<file path="src/rtl/usb_tx_arbiter_pkg.sv">
// Shared types and constants for the USB TX packet arbiter.
// The stall-timeout constant is only used when USB_TX_ARB_TIMEOUT_EN is defined.
package usb_tx_arbiter_pkg;

    typedef enum logic [0:0] {
        ArbIdle,
        ArbBurst
    } usb_tx_arb_state_e;

    localparam int unsigned USB_TX_STALL_TIMEOUT = 1024;
    localparam int unsigned UsbTxDataW           = 32;

endpackage

</file>
<file path="src/rtl/usb_tx_arbiter_if.sv">
// Requester-side and TX-FIFO-side stream signals of the USB TX arbiter.
// The arbiter takes the slave view; the environment driving requesters takes the master view.
interface usb_tx_arbiter_if #(
    parameter int unsigned NumReq = 2
) ();
    logic [NumReq-1:0][31:0] req_data;
    logic [NumReq-1:0]       req_valid;
    logic [NumReq-1:0]       req_last;
    logic [NumReq-1:0]       req_ready;
    logic [31:0]             tx_data;
    logic                    tx_valid;
    logic                    tx_ready;

    modport master (
        output req_data, req_valid, req_last, tx_ready,
        input  req_ready, tx_data, tx_valid
    );

    modport slave (
        input  req_data, req_valid, req_last, tx_ready,
        output req_ready, tx_data, tx_valid
    );
endinterface

</file>
<file path="src/rtl/usb_tx_arbiter_rr_pick.sv">
// Combinational round-robin picker: first set request scanning ptr+1, ptr+2, ... mod NumReq.
module usb_tx_arbiter_rr_pick #(
    parameter int unsigned NumReq = 2,
    parameter int unsigned IdxW   = $clog2(NumReq)
) (
    input  logic [NumReq-1:0] req_i,
    input  logic [IdxW-1:0]   ptr_i,
    output logic [NumReq-1:0] gnt_o,
    output logic [IdxW-1:0]   idx_o,
    output logic              any_o
);

    always_comb begin
        gnt_o = '0;
        idx_o = '0;
        any_o = 1'b0;
        for (int unsigned off = 1; off <= NumReq; off++) begin
            automatic int unsigned j = 32'(ptr_i) + off;
            if (j >= NumReq) begin
                j = j - NumReq;
            end
            if (!any_o && req_i[j[IdxW-1:0]]) begin
                any_o                = 1'b1;
                idx_o                = j[IdxW-1:0];
                gnt_o[j[IdxW-1:0]]   = 1'b1;
            end
        end
    end

endmodule

</file>
<file path="src/rtl/usb_tx_arbiter.sv">
// Packet-granular round-robin arbiter feeding the single 32-bit TX stream toward the FT601.
// Optional stall timeout enabled by defining USB_TX_ARB_TIMEOUT_EN.
module usb_tx_arbiter
    import usb_tx_arbiter_pkg::*;
#(
    parameter int unsigned NumReq   = 2,
    parameter int unsigned MaxBeats = 512
) (
    input  logic              clk_i,
    input  logic              rst_ni,
    usb_tx_arbiter_if.slave   bus_io,
    output logic [NumReq-1:0] grant_o,
    output logic              busy_o,
    output logic              overflow_o,
    output logic              timeout_o
);

    localparam int unsigned IdxW = $clog2(NumReq);
    localparam int unsigned CntW = $clog2(MaxBeats + 1);

    usb_tx_arb_state_e state_q;
    logic [NumReq-1:0] grant_q;
    logic [IdxW-1:0]   gidx_q;
    logic [IdxW-1:0]   ptr_q;
    logic [CntW-1:0]   cnt_q;
    logic              overflow_q;

    logic [NumReq-1:0] pick_gnt;
    logic [IdxW-1:0]   pick_idx;
    logic              pick_any;
    logic              g_valid;
    logic              g_last;
    logic              xfer;
    logic [CntW-1:0]   cnt_inc;

    usb_tx_arbiter_rr_pick #(
        .NumReq (NumReq),
        .IdxW   (IdxW)
    ) u_pick (
        .req_i  (bus_io.req_valid),
        .ptr_i  (ptr_q),
        .gnt_o  (pick_gnt),
        .idx_o  (pick_idx),
        .any_o  (pick_any)
    );

    always_comb begin
        g_valid          = bus_io.req_valid[gidx_q];
        g_last           = bus_io.req_last[gidx_q];
        bus_io.tx_data   = bus_io.req_data[gidx_q];
        bus_io.tx_valid  = (state_q == ArbBurst) && g_valid;
        bus_io.req_ready = '0;
        if (state_q == ArbBurst) begin
            bus_io.req_ready = grant_q & {NumReq{bus_io.tx_ready}};
        end
        xfer    = bus_io.tx_valid && bus_io.tx_ready;
        cnt_inc = cnt_q + CntW'(1);
    end

`ifdef USB_TX_ARB_TIMEOUT_EN
    localparam int unsigned StallW = $clog2(USB_TX_STALL_TIMEOUT + 1);
    logic [StallW-1:0] stall_q;
    logic              timeout_q;
    logic [StallW-1:0] stall_inc;

    assign stall_inc = stall_q + StallW'(1);
    assign timeout_o = timeout_q;
`else
    assign timeout_o = 1'b0;
`endif

    // The pointer records the last winner so that requester becomes lowest priority next time.
    always_ff @(posedge clk_i or negedge rst_ni) begin
        if (!rst_ni) begin
            state_q    <= ArbIdle;
            grant_q    <= '0;
            gidx_q     <= '0;
            ptr_q      <= IdxW'(NumReq - 1);
            cnt_q      <= '0;
            overflow_q <= 1'b0;
`ifdef USB_TX_ARB_TIMEOUT_EN
            stall_q    <= '0;
            timeout_q  <= 1'b0;
`endif
        end else begin
            overflow_q <= 1'b0;
`ifdef USB_TX_ARB_TIMEOUT_EN
            timeout_q  <= 1'b0;
`endif
            unique case (state_q)
                ArbIdle: begin
                    if (pick_any) begin
                        state_q <= ArbBurst;
                        grant_q <= pick_gnt;
                        gidx_q  <= pick_idx;
                        ptr_q   <= pick_idx;
                        cnt_q   <= '0;
`ifdef USB_TX_ARB_TIMEOUT_EN
                        stall_q <= '0;
`endif
                    end
                end
                ArbBurst: begin
                    if (xfer) begin
                        if (g_last) begin
                            state_q <= ArbIdle;
                            grant_q <= '0;
                        end else if (cnt_inc == CntW'(MaxBeats)) begin
                            state_q    <= ArbIdle;
                            grant_q    <= '0;
                            overflow_q <= 1'b1;
                        end else begin
                            cnt_q <= cnt_inc;
                        end
                    end
`ifdef USB_TX_ARB_TIMEOUT_EN
                    if (g_valid) begin
                        stall_q <= '0;
                    end else if (stall_inc == StallW'(USB_TX_STALL_TIMEOUT)) begin
                        state_q   <= ArbIdle;
                        grant_q   <= '0;
                        timeout_q <= 1'b1;
                    end else begin
                        stall_q <= stall_inc;
                    end
`endif
                end
                default: begin
                    state_q <= ArbIdle;
                    grant_q <= '0;
                end
            endcase
        end
    end

    assign grant_o    = grant_q;
    assign busy_o     = (state_q == ArbBurst);
    assign overflow_o = overflow_q;

endmodule

</file>
<file path="src/flat_wrapper.sv">
// flat-port wrapper written by rule: the top's interface ports become plain ports
module usb_tx_arbiter_flat import usb_tx_arbiter_pkg::*;
#(
    parameter int unsigned NumReq   = 2,
    parameter int unsigned MaxBeats = 512
)
  (clk_i, rst_ni, grant_o, busy_o, overflow_o, timeout_o, bus_io_req_data, bus_io_req_valid, bus_io_req_last, bus_io_tx_ready, bus_io_req_ready, bus_io_tx_data, bus_io_tx_valid);
  usb_tx_arbiter_if #(.NumReq(NumReq)) bus_io_i ();
  input  logic clk_i;
  input  logic rst_ni;
  output logic [NumReq-1:0] grant_o;
  output logic busy_o;
  output logic overflow_o;
  output logic timeout_o;
  input wire logic [$bits(bus_io_i.req_data)-1:0] bus_io_req_data;
  input wire logic [$bits(bus_io_i.req_valid)-1:0] bus_io_req_valid;
  input wire logic [$bits(bus_io_i.req_last)-1:0] bus_io_req_last;
  input wire logic [$bits(bus_io_i.tx_ready)-1:0] bus_io_tx_ready;
  output wire logic [$bits(bus_io_i.req_ready)-1:0] bus_io_req_ready;
  output wire logic [$bits(bus_io_i.tx_data)-1:0] bus_io_tx_data;
  output wire logic [$bits(bus_io_i.tx_valid)-1:0] bus_io_tx_valid;
  assign bus_io_i.req_data = bus_io_req_data;
  assign bus_io_i.req_valid = bus_io_req_valid;
  assign bus_io_i.req_last = bus_io_req_last;
  assign bus_io_i.tx_ready = bus_io_tx_ready;
  assign bus_io_req_ready = bus_io_i.req_ready;
  assign bus_io_tx_data = bus_io_i.tx_data;
  assign bus_io_tx_valid = bus_io_i.tx_valid;
  usb_tx_arbiter #(.NumReq(NumReq), .MaxBeats(MaxBeats)) u_core (.clk_i(clk_i), .rst_ni(rst_ni), .bus_io(bus_io_i), .grant_o(grant_o), .busy_o(busy_o), .overflow_o(overflow_o), .timeout_o(timeout_o));
endmodule
</file>
<file path="config.mk">
export PLATFORM = sky130hd
export DESIGN_NAME = usb_tx_arbiter_flat
export DESIGN_NICKNAME = d
export VERILOG_FILES = /design/src/rtl/usb_tx_arbiter_pkg.sv /design/src/rtl/usb_tx_arbiter_if.sv /design/src/rtl/usb_tx_arbiter_rr_pick.sv /design/src/rtl/usb_tx_arbiter.sv /design/src/flat_wrapper.sv
export SDC_FILE = /design/constraint.sdc
export NUM_CORES = 1
export LEC_CHECK = 0
export BUFFER_PORTS_ARGS = -buffer_cell sky130_fd_sc_hd__buf_2
export CAP_MARGIN = 20
export CORE_ASPECT_RATIO = 1.4
export CORE_MARGIN = 4
export CORE_UTILIZATION = 25
export CTS_BUF_LIST = sky130_fd_sc_hd__clkbuf_4 sky130_fd_sc_hd__clkbuf_8 sky130_fd_sc_hd__clkbuf_16
export DETAILED_ROUTE_END_ITERATION = 12
export GPL_ROUTABILITY_DRIVEN = 0
export GPL_TIMING_DRIVEN = 0
export PLACE_DENSITY_LB_ADDON = 0.08
export SLEW_MARGIN = 20
export SYNTH_ARGS = -nofsm -noshare
export SYNTH_HDL_FRONTEND = slang
export SYNTH_SLANG_ARGS = --single-unit
</file>
<file path="constraint.sdc">
create_clock -name clk_i -period 4 [get_ports clk_i]
set_input_delay 0.4 -clock clk_i [delete_from_list [all_inputs] [get_ports clk_i]]
set_output_delay 0.4 -clock clk_i [all_outputs]
set_load 0.005 [all_outputs]
</file>
==> results.md, run 1 <==
- The flow ran to the end, and the final reports show no timing, DRC or antenna violations.
- The internal portion of total power is 581 uW.
- The initial antenna violation count came to 0.
- The launching element type of the critical path is a register.
- The vias per cell is 4.78.
- The final net count is 331.
- Setup violations remaining at the end of the flow were counted as 0.
- In this run the worst path has a maximum fanout of 10.
- The maximum VDD drop is 277 uV.
- The post-synthesis cell area is 1390 um^2.
- The number of hold buffers added after CTS is 0.
- The synthesized design contains 16 register bits.
- Summing all flip-flop and latch instances after layout gives 402 um^2.
- The final sum of negative setup slack is 0 ns.
- By area, the combinational part of the netlist is dominated by multiplexers.
- Walking the worst path, the cells encountered are ha_1 > nand4_1 > or4_1 > o211a_1 > o311a_1 > buf_6 > and3_4 > a211o_1.
- The relative area change from synthesis to final layout is 49.2%.
- The slew at the pin with the worst max-slew slack is 0.711 ns.
- The adder and majority gate portion of the synthesized area is 0.00902.
- CTS built an H-tree with a depth of 1.
- Synthesis produced a netlist with a net count of 217.
- On the worst path, the slowest cell contributes a delay of 0.49 ns.
- The first detailed-routing pass ran for 4 iterations.
- The die covers 6820 um^2.
- The origin of the critical flop-to-flop path is u_core.cnt_q[0].
- The top flip-flop cell by instance count after synthesis is dfrtp_1.
- Between clock sinks in the finished design, the worst skew comes to 0.00200 ns.
- The sum of overflow across all layers after global routing is 0.
- The switching power is 347 uW.
- The number of buffer and inverter instances along the worst setup path is 1.
- The clock group share of total power is 0.157.
- At the worst endpoint, the arrival time is 2.80 ns.
- The placement row count is 31.
- The portion of netlist area occupied by mux cells is 0.282.
- STA classifies the critical path endpoint as a register.
- The switching portion of total power is 0.374.
- After detailed routing, the total wire length is 5090 um.
- The clock period minus final worst setup slack is 2.66 ns.
- The post-synthesis average cell area is 9.57 um^2.
- Max-cap violations in this run came to 0.
- Setup repair after global routing left no endpoint under its margin.
- The number of hold-slack violations in the final timing report is 0.
- The path class of the tightest hold or removal check is in2async.
- The relative slew slack is 0.521.
- 111 I/O pins were placed.
- In the final layout, the multi-input gates occupy 907 um^2.
- The first global-routing pass estimated 7730 um of wire.
- The number of synthesized flops with an enable pin is 0.
- The estimated wirelength of the detail-placed design is 4240 um.
- The largest individual stage delay along the critical path comes from the cell or4_1.
- The via count of the first global-routing pass is 1584.
- The post-synthesis cell type with the largest combined area is dfrtp_1.
- The clock latency of the later-clocked register in the worst-skew pair is 0.25 ns.
- The number of buffers inserted by port buffering is 109.
- For this run, the number of Yosys warnings is 0.
- The number of vias after detailed routing is 1550.
- The clock passes through at most 2 buffers.
- The cell family contributing the most delay on the critical path is compound AO/OA/AOI/OAI gates.
- The critical path start-end classification is reg2reg.
- The die is 71.0 um wide.
- The detailed-route wire length per cell is 15.7 um.
- The post-CTS setup repair buffer count is 0.
- The clock edge transition at the registers on the reported setup and hold paths is 0.07 ns.
- The CTS tree is yes.
- The floorplan step set the die height to 96.2 um.
- The instance count of the mapped netlist is 145.
- The repair_antennas step left the layout with diodes totalling 0.
- The portion of total power attributed to sequential cells is 0.261.
- The maximum number of pins on one net before global-route repair is 17.
- The filler cells instantiated in the layout total 558.
- The residual DRC count is 0.
- Clock tree synthesis found a total of 16 sinks.
- In the synthesized netlist the async set-or-reset flop fraction comes to 1.00.
- The share of synthesized area in the top cell type comes to 0.271.
- The number of distinct standard cells referenced by the synthesized netlist is 42.
- Of the total synthesized cell area, the portion taken by XOR and XNOR cells is 0.0189.
- Once the clock tree was built, the resizer swapped 0 gates to a different size.
- Of the total power, combinational logic draws 0.582.
- The fraction of final layout cells sized beyond drive strength 1 is 0.628.
- After floorplanning, the core was sized to cover 5280 um^2.
- The area fraction in compound gates after synthesis is 0.159.
- The number of pins exceeding their max-slew limit in the final report is 0.
- The count of nets left with antenna violations after detail routing is 0.
- Across all hold checks on the routed design, the worst slack comes to 0.0610 ns.
- The post-synthesis simple-gate area fraction is 0.182.
- In this run the clock root is driven by a clkbuf_8.
- The number of violations reported at the end of detailed-routing iteration 0 is 27.
- Data on the critical path is required at its endpoint by 4.14 ns.
- For this run, the top clock speed supported by timing is 376 MHz.
- The initial utilization of the core area, before any placement, comes to 0.263.
- Power spread over the standard cell area amounts to 448 nW/um^2.
- The post-synthesis sequential area ratio is 0.289.
- The worst setup path startpoint is u_core.cnt_q[0].
- The leakage power total is 0.00111 uW.
- For this run, the total global-route usage over all layers was measured as 0.144.
- By area the synthesized netlist is led by dfrtp_1 27%, mux2_2 27%, a211o_1 2.5%.
- The number of buffers created by CTS is 3.
- The final worst-path cycle share is 0.665.
-- final timing paths --
check                                     to  depth (start not counted)  slack (ns)
setup / recovery             u_core.cnt_q[5]                          8        1.34
hold / removal             u_core.grant_o[0]                          1        0.06
setup reg to reg             u_core.cnt_q[5]                          8        1.34
hold reg to reg                 u_core.ptr_q                          1        0.52
max in group asynchronous       u_core.ptr_q                          1        3.63
min in group clk_i             u_core.busy_o                          2        0.42
-- through the flow --
step / util / cell area (um^2) / power [uW] / cells / setup slack (ns)
after floorplan: - / 1390 / 569 / 145 / 1.55
after global placement: 0.382 / 2020 / 796 / 320 / 1.33
after detailed placement: 0.382 / 2020 / 795 / 320 / 1.35
after CTS: 0.393 / 2070 / 948 / 324 / 1.33
after global routing: 0.393 / 2070 / 1010 / 324 / 1.17
final: 0.393 / 2070 / 928 / 324 / 1.34
-- layout make-up --
cell class	instances	share of cell area
plain buffers	12	0.0290
well taps	66	0.0399
multi-input cells	112	0.438
clock buffers	4	0.0266
repair buffers	109	0.263
flip-flops and latches	16	0.194
inverters	5	0.00906
-- layer usage --
layer	vias to the layer above	track usage	part of all wire
met5	-	0	0
met4	0	0.0329	0.0059
met3	2	0.0742	0.15
met2	84	0.245	0.46
met1	701	0.160	0.38
li1	763	-	-
-- cell families after synthesis --
group | Yosys count
buffers and inverters | 17
other | 1
AO/OA/AOI/OAI | 28
AND/OR/NAND/NOR | 44
multiplexers | 35
adder cells (fa/ha/maj) | 1
flip-flops | 16
XOR/XNOR | 3
-- cell usage after synthesis, types with 2 or more instances --
| library cell | count |
|---|---|
| mux2_2 | 33 |
| dfrtp_1 | 15 |
| nand2_1 | 8 |
| nor2_1 | 7 |
| o21ai_0 | 6 |
| clkbuf_1 | 5 |
| inv_1 | 5 |
| nand3_1 | 5 |
| a211o_1 | 4 |
| and3_1 | 4 |
| a21o_1 | 3 |
| and3_2 | 3 |
| buf_2 | 3 |
| nand4_1 | 3 |
| nor3_1 | 3 |
| xor2_1 | 3 |
| a221o_1 | 2 |
| a22o_1 | 2 |
| a31o_2 | 2 |
| and3_4 | 2 |
| and4_1 | 2 |
| buf_1 | 2 |
| mux2i_1 | 2 |
| nand2b_1 | 2 |
| o211a_1 | 2 |
-- power by group through the flow --
stage          logic (uW)  registers [uW]  clock network, uW
3_3_place_gp          552             245                  0
2_1_floorplan         332             237                  0
4_1_cts               553             242                153
3_5_place_dp          551             245                  0
6_report              540             242                146
5_1_grt               604             252                159
-- state kept, by name, summed over array words and instances (netlist names) --
signal and flops:
u_core.busy_o 1, u_core.cnt_q 10, u_core.gidx_q 1, u_core.grant_o 2, u_core.overflow_o 1, u_core.ptr_q 1
-- layout by cell type, fill, tap and decap left out, types with 3 or more instances in the layout --
cell and instances:
nand2_1 8, o21ai_0 6, xor2_1 3, and3_1 4, nand3_1 5, nor2_1 7
buf_2 112, mux2_2 33, and3_2 3, dfrtp_1 15, nor3_1 3, clkbuf_1 5
a21o_1 3, a211o_1 4, clkbuf_8 4, inv_1 5, nand4_1 3
No activity file was read; power rests on OpenSTA's default activity.
==> run 2: changes to the inputs <==
- clock period: 4 -> 2.6 ns (I/O delays scaled with it)
==> results.md, run 2 (synthesized netlist as in run 1, its figures left out) <==
- The number of violations reported at the end of detailed-routing iteration 0 is 19 (-30%).
- The flow ran to the end, and the final reports show no timing, DRC or antenna violations.
- The cell with the biggest individual delay on the critical path is or4_4.
- Setup repair after global routing left no endpoint under its margin.
- The number of buffer and inverter instances along the worst setup path is 0 (-1).
- The wire length of the first global-routing pass is 7890 um (+2.1%).
- The startpoint of the worst hold path is bus_io_req_valid[0].
- The sum of overflow across all layers after global routing came to 0 (unchanged).
- The worst hold path cell count is 2.
- The count of nets left with antenna violations after detail routing was 0 (unchanged).
- The number of buffers inserted by port buffering is 109 (unchanged).
- The final sum of negative setup slack is 0 ns (unchanged).
- The top-level I/O count is 111 (unchanged).
- The maximum number of pins on one net before global-route repair came to 17 (unchanged).
- The achievable clock frequency is 400 MHz (+6.3%).
- The number of buffers created by CTS is 3 (unchanged).
- The max-cap check violation count came to 0 (unchanged).
- The maximum VDD drop is 497 uV (+79%).
- The logic depth of the worst register-to-register path came to 6 (-2).
- The first-pass iteration count of the detailed router is 5 (+1).
- The residual DRC count is 0 (unchanged).
- The detailed-route wire length per cell came to 15.8 um (+0.37%).
- The minimum setup slack among reg-to-reg paths came to 0.1 ns (-1.24 ns).
- The logic gate share of total power was 0.605 (+0.023).
- The kind of cell with the highest combined delay on the critical path is simple AND/OR/NAND/NOR gates.
- The final worst clock skew came to 0.00194 ns (-0.0000609 ns).
- The relative slew slack is 0.527 (+0.00627).
- The core outline area is 5280 um^2 (unchanged).
- The nature of the critical path endpoint is a register.
- The clock latency of the later-clocked register in the worst-skew pair is 0.25 ns (about the same).
- The leading cell type in the layout, fill and taps excluded is buf_2.
- The vias per cell is 4.79 (+0.17%).
- The final net count is 334 (+0.91%).
- The effective utilization at floorplan is 0.263 (unchanged).
- The logic depth of the worst path, buffers included is 6 (-2).
- The power density normalized to cell area is 703 nW/um^2 (+57%).
- The via count of the first global-routing pass came to 1616 (+2.0%).
- The switching power came to 562 uW (+62%).
- The hold slack is 0.279 ns (+0.218 ns).
- The die width is 71.0 um (unchanged).
- Counting flops per register, the top entry is u_core.cnt_q.
- The number of vias after detailed routing is 1567 (+1.1%).
- The overall routed net length is 5150 um (+1.3%).
- The area of the die is 6820 um^2 (unchanged).
- The fraction of final layout cells sized beyond drive strength 1 came to 0.659 (+0.0311).
- The total setup violations reported at the end of the flow is 0 (unchanged).
- The sink count of the clock tree is 16 (unchanged).
- STA classifies the critical path startpoint as a register.
- The count of inserted antenna diode cells came to 0 (unchanged).
- The end of the worst hold path is u_core.busy_o.
- The largest fanout on the critical path came to 8 (-2).
- The total global-route track usage is 0.147 (+0.00283).
- The internal portion of total power is 950 uW (+64%).
- The critical path data arrival time is 2.64 ns (-0.16 ns).
- In this run the worst hold path is classified as in2reg.
- The portion of total power attributed to sequential cells is 0.245 (-0.016).
- The critical path goes through nand3_1 > or4_4 > o211a_1 > or3_4 > a211o_1 > a31o_2.
- The leakage power total is 0.00114 uW (+2.3%).
- The number of levels in the clock H-tree is 1 (unchanged).
- The flip-flop count of the largest register after layout is 10 (unchanged).
- The estimated wirelength of the detail-placed design was 4240 um (unchanged).
- Leaving out fill and tap cells, the most frequent cells in the layout are 111 x buf_2, 33 x mux2_2, 13 x dfrtp_1.
- The clock edge transition at the registers on the reported setup and hold paths is 0.07 ns (about the same).
- The root buffer cell is clkbuf_8.
- The final worst-path cycle share is 0.962 (+0.297).
- The slew at the pin with the worst max-slew slack is 0.702 ns (-0.00930 ns).
- The clock period minus final worst setup slack is 2.50 ns (-0.159 ns).
- The CTS tree is yes.
- The worst-case clock buffer depth is 2 (unchanged).
- The switching portion of total power is 0.372 (-0.00212).
- Compared with the post-synthesis result, the final layout area differs by 55.0%.
- The required time of the worst setup path was 2.74 ns (-1.40 ns).
- The number of pins exceeding their max-slew limit in the final report is 0 (unchanged).
- The critical path is of the reg2reg type.
- The y dimension of the die is 96.2 um (unchanged).
- The clock group share of total power is 0.150 (-0.007).
- The initial antenna violation count is 0 (unchanged).
- The origin of the critical flop-to-flop path is u_core.cnt_q[5].
- The placement row count was 31 (unchanged).
- In this run the critical register-to-register path is captured at u_core.grant_o[0].
- The maximum single-stage delay on the critical path was 0.53 ns (+0.04 ns).
- The number of hold-slack violations in the final timing report is 0 (unchanged).
run 2: cell count changes in the layout (fill, tap and decap cells not counted), sizes merged:
cell | before | now
buf | 116 | 119
clkbuf | 9 | 8
dlygate4sd3 | 0 | 1
run 2: power by group through the flow:
stage	registers, uW	clock network, uW	logic, uW
after floorplan	365	0	510
after global placement	377	0	849
after detailed placement	376	0	847
after CTS	359	236	908
after global routing	383	245	1020
final	371	226	915
run 2: layer usage:
layer,GRT usage,part of all wire
met1,0.163,0.38
met2,0.252,0.46
met3,0.0742,0.15
met4,0.0329,0.0058
met5,0,0
run 2: worst reg2reg max path, stage by stage, from the launching register on:
cell and delay (ns):
dfrtp_1 0.46, nand3_1 0.17, or4_4 0.53, o211a_1 0.26
or3_4 0.39, a211o_1 0.33, a31o_2 0.24
run 2: final cells by class:
| cell class | count | area [um^2] |
|---|---|---|
| sequential | 16 | 404 |
| buffer | 10 | 55.1 |
| inverter | 5 | 18.8 |
| timing repair buffer | 114 | 593 |
| clock buffer | 4 | 55.1 |
| multi-input combinational | 112 | 942 |
| fill | 550 | 3120 |
| tap | 66 | 82.6 |
run 2: timing repair:
item	in CTS	in global routing
resized for setup	1	10
hold buffers	1	0
cloned	0	0
endpoints found under the setup margin	11	11
endpoints found under the hold margin	15	0
pin swaps	0	5
buffers inserted	4	0
run 2: worst max-delay path by stage:
stage                          startpoint                end  slack, ns
final                     u_core.cnt_q[5]  u_core.grant_o[0]        0.1
after global routing      u_core.cnt_q[0]  u_core.grant_o[1]      0.004
after CTS                 u_core.cnt_q[1]    u_core.cnt_q[5]       0.05
after detailed placement  u_core.cnt_q[0]    u_core.cnt_q[5]      -0.05
after global placement    u_core.cnt_q[0]    u_core.cnt_q[5]      -0.07
after floorplan           u_core.cnt_q[0]    u_core.cnt_q[5]       0.15
run 2: metrics by stage:
stage	instance area (um^2)	total power, uW	instances	worst slack (ns)	utilization
after floorplan	1390	875	145	0.145	-
after global placement	2020	1230	320	-0.0710	0.382
after detailed placement	2020	1220	320	-0.0535	0.382
after CTS	2110	1500	329	0.0523	0.401
after global routing	2150	1650	327	0.00370	0.408
final	2150	1510	327	0.0988	0.408
==> run 3: changes to the inputs <==
- GPL_TIMING_DRIVEN: 0 -> default
==> results.md, run 3 (synthesized netlist as in run 1, its figures left out) <==
- The flow ran to the end, and the final reports show no timing, DRC or antenna violations.
- The clock edge transition at the registers on the reported setup and hold paths came to 0.06 ns (about the same).
- The largest fanout on the critical path came to 3 (-5).
- The total area of multi-input combinational cells is 910 um^2 (-3.5%).
- The register with the most flip-flops in the final layout is u_core.cnt_q.
- The total setup violations reported at the end of the flow was 0 (unchanged).
- The sink count of the clock tree is 16 (unchanged).
- The number of hold-slack violations in the final timing report is 0 (unchanged).
- The critical path data arrival time is 2.61 ns (-0.03 ns).
- The filler cell count came to 558 (+1.5%).
- The number of pins exceeding their max-slew limit in the final report came to 0 (unchanged).
- The kind of cell with the highest combined delay on the critical path is simple AND/OR/NAND/NOR gates.
- The maximum number of pins on one net before global-route repair came to 34 (+17).
- The placed cell area is 2050 um^2 (+1.9%).
- The final net count is 336 (+0.60%).
- The maximum VDD drop is 336 uV (-32%).
- The count of nets left with antenna violations after detail routing is 0 (unchanged).
- The area of the die is 6820 um^2 (unchanged).
- The final worst clock skew is 0.00116 ns (-0.000781 ns).
- The number of vias after detailed routing is 1574 (+0.45%).
- The core outline area is 5280 um^2 (unchanged).
- The leakage power total is 0.00116 uW (+2.0%).
- The nature of the critical path endpoint is a register.
- The via count of the first global-routing pass is 1545 (-4.4%).
- The number of levels in the clock H-tree was 1 (unchanged).
- From synthesis to final layout, the design area changed by 54.8%.
- The y dimension of the die came to 96.2 um (unchanged).
- The first-pass iteration count of the detailed router was 4 (-1).
- The clock period minus final worst setup slack is 2.47 ns (-0.0318 ns).
- The power density normalized to cell area is 688 nW/um^2 (-2.2%).
- The achievable clock frequency is 405 MHz (+1.3%).
- The number of buffers inserted by port buffering is 109 (unchanged).
- The sum of overflow across all layers after global routing came to 0 (unchanged).
- The estimated wirelength of the detail-placed design is 4170 um (-1.7%).
- The wire length of the first global-routing pass is 7620 um (-3.5%).
- The number of buffers created by CTS is 3 (unchanged).
- The total global-route track usage is 0.140 (-0.00687).
- The fraction of final layout cells sized beyond drive strength 1 is 0.665 (+0.00640).
- Walking the worst path, the cells encountered are ha_2 > nand4_1 > or4_1 > o211a_1 > or3_1 > a211o_1 > a31o_2.
- The max-cap check violation count came to 0 (unchanged).
- The vias per cell is 4.78 (-0.16%).
- The CTS tree is yes.
- The final sum of negative setup slack came to 0 ns (unchanged).
- The maximum single-stage delay on the critical path was 0.48 ns (-0.05 ns).
- The cell with the biggest individual delay on the critical path is or4_1.
- The effective utilization at floorplan is 0.263 (unchanged).
- The residual DRC count is 0 (unchanged).
- The leading cell type in the layout, fill and taps excluded is buf_2.
- The top-level I/O count is 111 (unchanged).
- The flip-flop count of the largest register after layout is 10 (unchanged).
- The register cell area after layout came to 403 um^2 (-0.31%).
- The detailed-route wire length per cell is 15.2 um (-3.4%).
- The required time of the worst setup path was 2.74 ns (about the same).
- The root buffer cell is clkbuf_8.
- The final worst-path cycle share is 0.950 (-0.0122).
- The placement row count came to 31 (unchanged).
- The path class of the tightest hold or removal check is in2reg.
- The count of inserted antenna diode cells is 0 (unchanged).
- The clock latency of the later-clocked register in the worst-skew pair is 0.25 ns (about the same).
- The number of buffer and inverter instances along the worst setup path is 0 (unchanged).
- The launching element type of the critical path is a register.
- The die width is 71.0 um (unchanged).
- The library cells used most frequently in the layout, excluding fill and tap cells, are 109 x buf_2, 33 x mux2_2, 15 x buf_4.
- The overall routed net length is 5010 um (-2.8%).
- The critical path start-end classification is reg2reg.
- The worst-case clock buffer depth is 2 (unchanged).
- The hold slack is 0.284 ns (+0.00500 ns).
- The initial antenna violation count was 0 (unchanged).
- Setup repair after global routing left no endpoint under its margin.
- The number of violations reported at the end of detailed-routing iteration 0 was 31 (+12).
- The final design area excluding fillers is 2150 um^2 (-0.12%).
## run 3: path summary, 6_finish.rpt
path                                      from                end  slack (ns)  cells past startpoint
hold / removal             bus_io_req_valid[0]      u_core.busy_o        0.28                      2
setup reg to reg               u_core.cnt_q[0]  u_core.grant_o[0]        0.13                      7
hold reg to reg                   u_core.ptr_q       u_core.ptr_q        0.53                      1
min in group asynchronous               rst_ni  u_core.grant_o[1]        0.46                      2
setup / recovery               u_core.cnt_q[0]  u_core.grant_o[0]        0.13                      7
max in group asynchronous               rst_ni       u_core.ptr_q        1.83                      2
## run 3: area by class of cell
cell class | count | share of cell area
tap | 66 | 0.0384
clock buffer | 4 | 0.0256
multi-input combinational | 112 | 0.423
timing repair buffer | 126 | 0.316
inverter | 5 | 0.00874
sequential | 16 | 0.188
## run 3: metrics by stage
step / cells / utilization / setup WS (ns) / total power [uW]
floorplan: 145 / - / 0.145 / 875
global placement: 321 / 0.389 / 0.104 / 1250
detailed placement: 321 / 0.389 / 0.0898 / 1240
CTS: 326 / 0.402 / 0.0772 / 1470
global route: 329 / 0.407 / 0.0199 / 1600
finish: 329 / 0.407 / 0.131 / 1480
## run 3: routing by layer
layer | GRT usage | vias up | share of wire
met3 | 0.0721 | 2 | 0.15
met2 | 0.230 | 84 | 0.44
met4 | 0.0329 | 0 | 0.0062
li1 | - | 778 | -
met5 | 0 | - | 0
met1 | 0.162 | 710 | 0.40
## run 3: what timing repair did
action	4_1_cts	5_1_grt
gates resized for setup	0	3
setup endpoints to repair	0	11
hold endpoints to repair	15	0
setup buffers	0	3
hold buffers	1	0
## run 3: report_power, final
part | leakage [uW] | internal (uW) | switching [uW]
logic | 0.000930 | 492 | 383
clock network | 0.0000288 | 134 | 87.3
registers | 0.000203 | 315 | 66.4
